**config.mk**
```make
export PLATFORM = sky130hd
export DESIGN_NAME = mem_ss_cal_monitor
export DESIGN_NICKNAME = d
export VERILOG_FILES = /design/src/rtl/mem_ss_cal_monitor.sv
export SDC_FILE = /design/constraint.sdc
export NUM_CORES = 1
export LEC_CHECK = 0
export CORE_UTILIZATION = 52
export CTS_CLUSTER_SIZE = 30
export DETAILED_ROUTE_END_ITERATION = 16
export PLACE_DENSITY = 0.76
export SYNTH_ARGS = -nofsm -noshare
export SYNTH_HDL_FRONTEND = slang
export SYNTH_SLANG_ARGS = --single-unit
export TNS_END_PERCENT = 10
```
**constraint.sdc**
```tcl
create_clock -name clk -period 1.9 [get_ports clk]
set_input_delay 0.285 -clock clk [delete_from_list [all_inputs] [get_ports clk]]
set_output_delay 0.285 -clock clk [all_outputs]
set_load 0.01 [all_outputs]
```
**src/rtl/mem_ss_cal_monitor.sv**
```systemverilog
// Per-channel EMIF calibration monitor: synchronizes cal-done levels and tracks WAIT/PASS/FAIL/LOST.
// Define MEM_SS_CAL_LOSS_CNT_EN to build the per-channel saturating loss counters.
module mem_ss_cal_monitor #(
    parameter int unsigned NUM_CHANNELS   = 2,
    parameter int unsigned SYNC_STAGES    = 3,
    parameter int unsigned TIMEOUT_W      = 24,
    parameter int unsigned TIMEOUT_CYCLES = 10000000,
    parameter int unsigned LOSS_CNT_W     = 8
) (
    input  logic                               clk,
    input  logic                               reset,
    input  logic [NUM_CHANNELS-1:0]            cal_success_in,
    input  logic [NUM_CHANNELS-1:0]            rearm,
    output logic [NUM_CHANNELS-1:0]            cal_success,
    output logic [NUM_CHANNELS-1:0]            cal_fail,
    output logic                               all_cal_done,
    output logic                               any_cal_fail,
    output logic [NUM_CHANNELS*LOSS_CNT_W-1:0] loss_cnt
);

    typedef enum logic [1:0] {
        StWait = 2'd0,
        StPass = 2'd1,
        StFail = 2'd2,
        StLost = 2'd3
    } state_e;

    localparam bit                    TimeoutEn   = (TIMEOUT_CYCLES != 0);
    localparam logic [TIMEOUT_W-1:0]  TimeoutLast = TIMEOUT_W'(TIMEOUT_CYCLES - 1);
    localparam logic [TIMEOUT_W-1:0]  TimerMax    = '1;

    logic [NUM_CHANNELS-1:0] sync_ok;

    for (genvar c = 0; c < NUM_CHANNELS; c++) begin : g_chan
        logic [SYNC_STAGES-1:0] sync_q;
        state_e                 state_q;
        logic [TIMEOUT_W-1:0]   timer_q;

        always_ff @(posedge clk or posedge reset) begin
            if (reset) begin
                sync_q <= '0;
            end else begin
                sync_q <= {sync_q[SYNC_STAGES-2:0], cal_success_in[c]};
            end
        end

        assign sync_ok[c] = sync_q[SYNC_STAGES-1];

        // rearm wins over every transition, including a same-cycle sync_ok change
        always_ff @(posedge clk or posedge reset) begin
            if (reset) begin
                state_q <= StWait;
                timer_q <= '0;
            end else if (rearm[c]) begin
                state_q <= StWait;
                timer_q <= '0;
            end else begin
                case (state_q)
                    StWait: begin
                        if (sync_ok[c]) begin
                            state_q <= StPass;
                            timer_q <= '0;
                        end else if (TimeoutEn && (timer_q == TimeoutLast)) begin
                            state_q <= StFail;
                            timer_q <= '0;
                        end else if (timer_q != TimerMax) begin
                            timer_q <= timer_q + 1'b1;
                        end
                    end
                    StPass: begin
                        timer_q <= '0;
                        if (!sync_ok[c]) begin
                            state_q <= StLost;
                        end
                    end
                    StFail, StLost: begin
                        timer_q <= '0;
                        if (sync_ok[c]) begin
                            state_q <= StPass;
                        end
                    end
                    default: begin
                        state_q <= StWait;
                        timer_q <= '0;
                    end
                endcase
            end
        end

        assign cal_success[c] = (state_q == StPass);
        assign cal_fail[c]    = (state_q == StFail) || (state_q == StLost);

`ifdef MEM_SS_CAL_LOSS_CNT_EN
        localparam logic [LOSS_CNT_W-1:0] LossMax = '1;
        logic [LOSS_CNT_W-1:0] loss_q;

        // Counts only PASS->LOST; recovery leaves the count alone
        always_ff @(posedge clk or posedge reset) begin
            if (reset) begin
                loss_q <= '0;
            end else if (rearm[c]) begin
                loss_q <= '0;
            end else if ((state_q == StPass) && !sync_ok[c] && (loss_q != LossMax)) begin
                loss_q <= loss_q + 1'b1;
            end
        end

        assign loss_cnt[c*LOSS_CNT_W +: LOSS_CNT_W] = loss_q;
`else
        assign loss_cnt[c*LOSS_CNT_W +: LOSS_CNT_W] = '0;
`endif
    end

    assign all_cal_done = &cal_success;
    assign any_cal_fail = |cal_fail;

endmodule

```
==> summary.md <==
| Metric | Value |
|---|---|
| Post-place instance area | `3580 um^2` |
| Die width | `around 80 um` |
| Nets@finish | `about 390` |
| Final Cycle Share | `between 90% and 100%` |
| Number of synthesized flops with an enable pin | `0` |
| GPL Wtd Cong | `around 0.86` |
| Starting density of the core | `roughly 54%` |
| Wirelength per Cell | `between 10 and 15 um` |
| Diode count | `0` |
| DR pass1 iterations | `5` |
| Root Driver | `clkbuf_8` |
| Num CTS Buffers | `9` |
| MaxCap Viol Count | `0` |
| Synth top area cells | `dfrtp_1 46%, xnor2_1 6.9%, nor2_1 5.2%, buf_4 4.0%, nand3_1 3.2%` |
| Maximum root-to-sink buffer count | `2` |
| Final Instance Count excl. Fillers | `roughly 470` |
| FF-to-FF path depth | `6` |
| CP Data Arrival Time | `2.15 ns` |
| Maximum clock rate | `534 MHz` |
| Antenna violations before repair | `0` |
| Final min period | `1.87 ns` |
| Synth cell count leaders | `58 x dfrtp_1, 44 x nor2_1, 25 x xnor2_1, 24 x nand2_1, 20 x nand3_1` |
| Share of cells above drive strength 1 | `between 10% and 20%` |
| Final hold slack | `0.309 ns` |
| PortBufs | `11` |
| Largest net degree at the start of global routing | `59` |
| # hold bufs at CTS | `0` |
| Ys Warns | `0` |
| Routed WL | `about 7 mm` |
| Unrepaired setup endpoints after global routing | `yes` |
| Syn_area_per_cell | `between 9 and 10 um^2` |
| Measured slew at the worst slew-check pin | `~0.5 ns` |
| Mapped cell area | `roughly 3200 um^2` |
| Pwr Total | `between 2 and 3 mW` |
| Site row count | `28` |
| Final ANT Viol Nets | `0` |
| # setup viols final | `0` |
| Vias in the first global route | `~2500` |
| CP Launch Type | `flop` |
| Hpwl dp | `between 4 and 5 mm` |
| Share of Yosys cell area claimed by the top area cell type | `a little under half` |
| Slew HR | `between 60 and 70%` |
| Final Util | `64.8%` |
| Clk sink count | `58` |
| # IOs | `28` |
| VDD IR max | `roughly 660 uV` |
| Clk Latency, worst-skew pair | `0.35 ns` |
| Worst hold path type | `in2async` |
| Yosys reg bits | `just under 60` |
| Remaining DRCs | `0` |
| Clk slew on worst S/H paths | `0.07 ns` |
| Synth area leader | `dfrtp_1` |
| CTS tree | `built` |
| Seq/Total Area, Yosys | `approximately 46%` |
| Crit Path Max Fanout | `3` |
| Final Instance Area | `between 3000 and 4000 um^2` |
| Worst setup EP type | `flop` |
| Post-Syn Instances | `338` |
| Slew Viols, Final | `0` |
| Via count | `about 2700` |
| Placed Cells | `448` |
| First-pass GRT wire length | `about 11 mm` |
| Final hold vios | `0` |
| Core ar. | `just under 6000 um^2` |
| Pwr Density | `660 nW/um^2` |
| Most frequent cell after synthesis | `dfrtp_1` |
| Pleak | `approximately 1.5 nW` |
| Iter 0 DRT Violations | `about 270` |
| Status | `finished clean` |
| Final Skew | `~0.0094 ns` |
| Total Routing Usage GR | `approximately a quarter` |
| Library cells used by synthesis | `49` |
| Ys flop type | `dfrtp_1` |
| Die area | `approximately 6400 um^2` |
| H-tree Lvls | `3` |
| Synth-to-Final Area Change | `20.2%` |
| Required @ worst endpoint | `about 2.2 ns` |
| Via density | `around 5.8` |
| Global route overflow | `0` |
| Die Y | `between 80 and 90 um` |
| Setup CP Type | `reg2reg` |
| Async S/R FF share, synth | `100%` |
-- sequential cells by signal, summed over array words and instances (netlist names) --
name,cells
g_chan.sync_q,6
g_chan.state_q,4
g_chan.timer_q,48
-- where the power goes --
part           internal [mW]  switching (mW)  leakage (nW)  total, mW
clock                  0.601           0.522        0.0893       1.12
sequential              1.25          0.0101         0.790       1.26
combinational         0.0529          0.0792         0.651      0.132
-- final timing paths --
check	startpoint	endpoint	slack (ns)
hold / removal	reset	g_chan[0].timer_q[6]$_DFFE_PP0P_	0.31
hold reg to reg	g_chan[0].sync_q[1]$_DFF_PP0_	g_chan[0].sync_q[2]$_DFF_PP0_	0.35
max in group asynchronous	reset	g_chan[0].timer_q[11]$_DFFE_PP0P_	1.33
setup / recovery	g_chan[0].timer_q[0]$_DFFE_PP0P_	g_chan[0].timer_q[15]$_DFFE_PP0P_	0.03
min in group clk	g_chan[0].sync_q[1]$_DFF_PP0_	g_chan[0].sync_q[2]$_DFF_PP0_	0.35
setup reg to reg	g_chan[0].timer_q[0]$_DFFE_PP0P_	g_chan[0].timer_q[15]$_DFFE_PP0P_	0.03
-- layout make-up --
class | instances | area [um^2]
inverter | 8 | 30.0
clock inverter | 5 | 55.1
tap | 75 | 93.8
fill | 460 | 2070
multi-input combinational | 257 | 1600
clock buffer | 11 | 131
timing repair buffer | 51 | 450
sequential | 58 | 1450
-- layout by cell type, fill, tap and decap left out, types with 3 or more instances in the layout --
cell / n
nor4_1: 8
nor3_1: 6
dfrtp_1: 57
inv_1: 7
nor3_2: 3
and3_1: 7
or2_2: 3
buf_4: 37
and2_1: 3
nand2_1: 23
buf_12: 3
clkdlybuf4s50_1: 10
o21ai_0: 5
nor2_1: 44
clkbuf_8: 9
xor2_1: 4
nor4b_1: 3
nor3b_1: 4
or4_1: 3
or3_1: 6
a21oi_1: 18
a211oi_1: 7
nand3_1: 20
conb_1: 16
xnor2_1: 25
nand4_1: 15
-- critical path, cell delays in order, from the launching register on --
cell and delay (ns):
dfrtp_1 0.35, buf_4 0.13, nand3_1 0.13, or4_1 0.53, a21o_1 0.20, or3_1 0.31
a21oi_1 0.14
-- timing repair --
action / in CTS / in global routing
setup buffers: 1 / 0
pin swaps: 0 / 1
resized for setup: 1 / 10
gates cloned: 0 / 0
hold endpoints to repair: 0 / 0
endpoints found under the setup margin: 1 / 24
-- per-stage QoR --
step / worst slack (ns) / TNS (ns)
finish: 0.0289 / 0
global route: -0.0717 / -0.532
CTS: 0.00787 / 0
detailed placement: 0.00378 / 0
global placement: 0.0319 / 0
floorplan: 0.0446 / 0
-- layer usage --
layer  track usage, %  share of wire [%]  vias to the layer above
met5                0                  0                        -
met4             12.7                2.4                        0
met3             4.20                3.9                       15
met2             38.5                 50                       84
met1             29.3                 44                     1306
li1                 -                  -                     1270
-- cell families (layout without fill, tap and decap cells) --
| logic type | count (synthesis) | in the layout | share of synthesized area, % |
|---|---|---|---|
| multiplexers | 1 | 1 | 0.316 |
| AND/OR/NAND/NOR | 161 | 161 | 27.3 |
| flip-flops | 58 | 58 | 45.8 |
| buffers and inverters | 38 | 75 | 6.71 |
| adder cells (fa/ha/maj) | 2 | 2 | 0.789 |
| XOR/XNOR | 29 | 29 | 8.01 |
| AO/OA/AOI/OAI | 48 | 48 | 11.0 |
| other | 1 | 16 | 0.118 |
Note: power is estimated with default switching activity, not from simulation.
